`config.mk`:
```
export PLATFORM = sky130hd
export DESIGN_NAME = sync_fifo_flags
export DESIGN_NICKNAME = d
export VERILOG_FILES = /design/src/rtl/sync_fifo_flags.sv
export SDC_FILE = /design/constraint.sdc
export NUM_CORES = 1
export LEC_CHECK = 0
export BUFFER_PORTS_ARGS = -buffer_cell sky130_fd_sc_hd__buf_4
export CORE_MARGIN = 8
export CORE_UTILIZATION = 40
export CTS_CLUSTER_DIAMETER = 80
export CTS_CLUSTER_SIZE = 24
export DETAILED_ROUTE_END_ITERATION = 10
export PLACE_DENSITY = 0.65
export SLEW_MARGIN = 0
export SYNTH_ARGS = -nofsm -noshare
export SYNTH_HDL_FRONTEND = slang
export SYNTH_SLANG_ARGS = --single-unit
```
`constraint.sdc`:
```
create_clock -name clk -period 2.89 [get_ports clk]
set_input_delay 0.1445 -clock clk [delete_from_list [all_inputs] [get_ports clk]]
set_output_delay 0.1445 -clock clk [all_outputs]
set_load 0.005 [all_outputs]
```
`src/rtl/sync_fifo_flags.sv`:
```
// sync_fifo_flags: single-clock FIFO with count, almost flags and overflow/underflow pulses
// Define FIFO_FWFT_EN for first-word-fall-through reads; default is a registered 1-cycle read.
module sync_fifo_flags #(
  parameter int DATA_WIDTH = 8,
  parameter int ADDR_WIDTH = 4,
  parameter int AF_THRESH  = 14,
  parameter int AE_THRESH  = 2
) (
  input  logic                  clk,
  input  logic                  reset,
  input  logic                  wr_en,
  input  logic [DATA_WIDTH-1:0] wr_data,
  input  logic                  rd_en,
  output logic [DATA_WIDTH-1:0] rd_data,
  output logic                  full,
  output logic                  empty,
  output logic                  almost_full,
  output logic                  almost_empty,
  output logic [ADDR_WIDTH:0]   count,
  output logic                  overflow,
  output logic                  underflow
);
  localparam logic [ADDR_WIDTH:0] DEPTH = (ADDR_WIDTH+1)'(1 << ADDR_WIDTH);
  localparam logic [ADDR_WIDTH:0] AF = (ADDR_WIDTH+1)'(AF_THRESH);
  localparam logic [ADDR_WIDTH:0] AE = (ADDR_WIDTH+1)'(AE_THRESH);
  logic [DATA_WIDTH-1:0] mem [1 << ADDR_WIDTH];
  logic [ADDR_WIDTH:0] wr_ptr, rd_ptr;
  logic wr_acc, rd_acc;
  assign full = count == DEPTH;
  assign empty = count == '0;
  assign almost_full = count >= AF;
  assign almost_empty = count <= AE;
  assign wr_acc = wr_en & ~full;
  assign rd_acc = rd_en & ~empty;
  always_ff @(posedge clk) begin
    if (reset) begin
      wr_ptr <= '0;
      rd_ptr <= '0;
      count <= '0;
      overflow <= 1'b0;
      underflow <= 1'b0;
    end else begin
      wr_ptr <= wr_ptr + (ADDR_WIDTH+1)'(wr_acc);
      rd_ptr <= rd_ptr + (ADDR_WIDTH+1)'(rd_acc);
      count <= count + (ADDR_WIDTH+1)'(wr_acc) - (ADDR_WIDTH+1)'(rd_acc);
      overflow <= wr_en & full;
      underflow <= rd_en & empty;
    end
  end
  // memory is deliberately left uninitialised by reset
  always_ff @(posedge clk) begin
    if (wr_acc && !reset) mem[wr_ptr[ADDR_WIDTH-1:0]] <= wr_data;
  end
`ifdef FIFO_FWFT_EN
  assign rd_data = empty ? '0 : mem[rd_ptr[ADDR_WIDTH-1:0]];
`else
  always_ff @(posedge clk) begin
    if (reset) rd_data <= '0;
    else if (rd_acc) rd_data <= mem[rd_ptr[ADDR_WIDTH-1:0]];
  end
`endif
endmodule

```
==> summary.md <==
| Metric | Value |
|---|---|
| Die height | `139 um` |
| Final Power | `5.59 mW` |
| Setup Skew | `0.00927 ns` |
| Initial antenna violation count | `0` |
| Largest cells by area after synthesis | `edfxtp_1 63%, mux4_2 12%, dfxtp_1 7.6%` |
| Worst rel slew slack | `0.653` |
| Post-synthesis mux area share | `0.144` |
| Main combinational cell family by area after synthesis | `multiplexers` |
| Mapped Area | `6100 sq um` |
| # rows | `45` |
| Reg power frac | `0.460` |
| Switching pwr | `1.35 mW` |
| CP Class | `register to register` |
| Finished Cell Area | `7190 sq um` |
| Total congestion overflow | `0` |
| Clock latency on the worst-skew pair | `0.42 ns` |
| Setup tns final | `0 ns` |
| Logic gate share of total power | `0.151` |
| Post-synth top cells | `128 x edfxtp_1, 32 x mux4_2, 23 x dfxtp_1, 22 x nor2_1, 16 x mux2i_1` |
| Final Critical Period | `2.73 ns` |
| CTS tree | `built` |
| Vias in the first global route | `3,247` |
| Area after DPL | `6610 sq um` |
| Vias after detailed routing | `2,991` |
| HP Class | `input port to register` |
| Hold Crit Start | `wr_en` |
| Reg-to-reg slack, setup | `0.16 ns` |
| MaxCap Viol Count | `0` |
| Met1 WL | `4920 um` |
| Status | `completed` |
| IO Port Bufs | `30` |
| Die area | `19,400 sq um` |
| Clk sinks | `151` |
| Unique cell type count in the Yosys netlist | `36` |
| EDFF count, synth | `128` |
| Wire per inst | `20.1 um` |
| First-pass iteration count of the detailed router | `4` |
| Starting DRT DRC Count | `225` |
| Worst Max-Slew Pin Slew | `0.520 ns` |
| Worst hold path cell count | `2` |
| Count leader, synth | `edfxtp_1` |
| Post-synth top area cell | `edfxtp_1` |
| Routed vias/inst | `5.18` |
| I/O pin cnt | `31` |
| Clock buffer depth | `2` |
| Reg-to-reg endpoint | `count[4]$_SDFF_PP0_` |
| Seq/Total Area, Yosys | `0.706` |
| Routed WL | `11,600 um` |
| Int Pwr | `4.24 mW` |
| Fraction of layout cells with a size suffix above 1 | `0.314` |
| Max layer used | `met4` |
| Total leakage power | `2.38 nW` |
| Final Net Count | `402` |
| Yosys reg bits | `151` |
| Setup Buffers After CTS | `0` |
| Xor-xnor portion of the synthesized cell area | `0.0115` |
| Post-synthesis adder-cell area fraction | `0.0300` |
| Startpoint Class | `register` |
| Syn Nets | `351` |
| Global-route wire length before repair | `18,200 um` |
| Num CTS Buffers | `17` |
| FF-to-FF Start | `count[2]$_SDFF_PP0_` |
| Setup violators final | `0` |
| Share of flip-flops with an asynchronous set or reset | `0` |
| # hold bufs at CTS | `0` |
| Global Route Usage Sum | `0.127` |
| Sw Share | `0.241` |
| Max IR drop VDD | `766 uV` |
| Compound-cell area share of the yosys netlist | `0.0267` |
| Synth warn | `0` |
| Synth Area in Simple Gates | `0.0591` |
| Die Wd | `139 um` |
| Tcrit/Tclk final | `0.945` |
| Hold Fails Final Rpt | `0` |
| Fmax | `0.366 GHz` |
| Clock root cell | `clkbuf_16` |
| Met2 routed WL | `5840 um` |
| Core box area | `15,000 sq um` |
| Worst EP required | `3.23 ns` |
| Initial Util | `0.405` |
| Detailed Place HPWL | `7500 um` |
| Met3 routed WL | `727 um` |
| RSZ-0062 raised after global routing | `false` |
| CP Data Arrival Time | `3.07 ns` |
| Synth Flop Type | `edfxtp_1` |
| Post-route ant nets | `0` |
| R2R cell count | `11` |
| Critical Path Fanout Max | `5` |
| Worst setup EP type | `register` |
| Final slew viol count | `0` |
| # diodes | `0` |
| Pwr Density | `778 nW/um^2` |
| Layout area overhead | `18.0%` |
| Synthesized area per cell | `18.8 sq um` |
| Clock transition at path regs | `0.06 ns` |
| Post-Syn Instances | `325` |
| Drt drc | `0` |
| Worst Hold Endpoint | `overflow$_SDFF_PP0_` |
| Largest net degree at the start of global routing | `34` |
| GPL Wtd Cong | `0.743` |
| Clock share of power | `0.390` |
| Util after Layout | `0.478` |
| Area share of the largest cell type after synthesis | `0.631` |
| H-tree lvl count | `4` |
cell families (layout without fill, tap and decap cells):
kind of cell | count (synthesis) | in the layout
and+or+nand+nor | 63 | 63
AOI/OAI and AO/OA | 16 | 16
xor gates and xnor gates | 8 | 8
adders and majority gates | 14 | 14
DFF | 151 | 151
muxes | 48 | 48
buffers and inverters | 25 | 89
stage by stage:
step                hold WS [ns]  cells  setup slack [ns]
global route             0.00904    577           0.00701
floorplan                  0.243    325             0.275
detailed placement         0.447    545             0.133
CTS                      0.00912    577             0.118
finish                    0.0170    577             0.158
global placement           0.422    545             0.179
how the worst max path moves through the flow:
stage | to | cells past startpoint | start | slack (ns)
final | count[4]$_SDFF_PP0_ | 11 | count[2]$_SDFF_PP0_ | 0.16
after global routing | count[4]$_SDFF_PP0_ | 11 | count[2]$_SDFF_PP0_ | 0.007
after CTS | count[4]$_SDFF_PP0_ | 11 | count[2]$_SDFF_PP0_ | 0.12
after detailed placement | count[4]$_SDFF_PP0_ | 11 | count[2]$_SDFF_PP0_ | 0.13
after global placement | count[4]$_SDFF_PP0_ | 11 | count[2]$_SDFF_PP0_ | 0.18
after floorplan | count[4]$_SDFF_PP0_ | 11 | count[2]$_SDFF_PP0_ | 0.27
power groups by stage:
stage	sequential, mW	combinational [mW]	clock (mW)
after floorplan	2.59	0.530	0
after global placement	2.61	0.815	0
after detailed placement	2.61	0.852	0
after CTS	2.57	0.861	2.22
after global routing	2.59	0.946	2.31
final	2.57	0.843	2.18
state kept, by name (all words and copies together) (netlist names):
register   flops
count          5
rd_data        8
underflow      1
wr_ptr         4
rd_ptr         4
overflow       1
mem          128
routing by layer:
layer / vias to the layer above / global-route usage
met3: 12 / 0.0393
met2: 66 / 0.212
met1: 1524 / 0.155
met4: 0 / 0.0416
li1: 1389 / -
met5: - / 0
layout make-up:
cell class | instances | area, sq um
Sequential cell | 151 | 4310
Tap cell | 188 | 235
Fill cell | 1228 | 7840
Multi-Input combinational cell | 149 | 1660
Clock buffer | 19 | 433
Timing Repair Buffer | 49 | 380
Clock inverter | 13 | 151
Inverter | 8 | 30.0
worst max-delay path: stages (launching register included):
cell,delay (ns)
dfxtp_1,0.36
inv_2,0.09
ha_1,0.16
or4b_4,0.50
and2_1,0.22
xnor2_1,0.14
ha_1,0.20
fa_1,0.40
nand2b_1,0.09
a21oi_1,0.07
or3_1,0.30
a21oi_1,0.14
placed cells by master (no fill, tap or decap), types with 3 or more instances in the layout:
master / instances
inv_1: 6
mux4_2: 32
clkinv_1: 4
dfxtp_1: 22
edfxtp_1: 128
clkbuf_16: 17
nand2_1: 3
bufinv_16: 3
nand2b_1: 5
inv_6: 3
nor3_1: 4
nor2b_1: 5
xnor2_1: 4
ha_1: 13
mux2i_1: 16
o221ai_2: 8
nand3b_1: 10
buf_4: 48
xor2_1: 4
nor2_1: 22
o21ai_0: 3
a21oi_1: 4
repair_timing:
action	4_1_cts	5_1_grt
gates resized for setup	0	2
hold endpoints to repair	0	0
endpoints found under the setup margin	0	1
No activity file was read; power rests on OpenSTA's default activity.
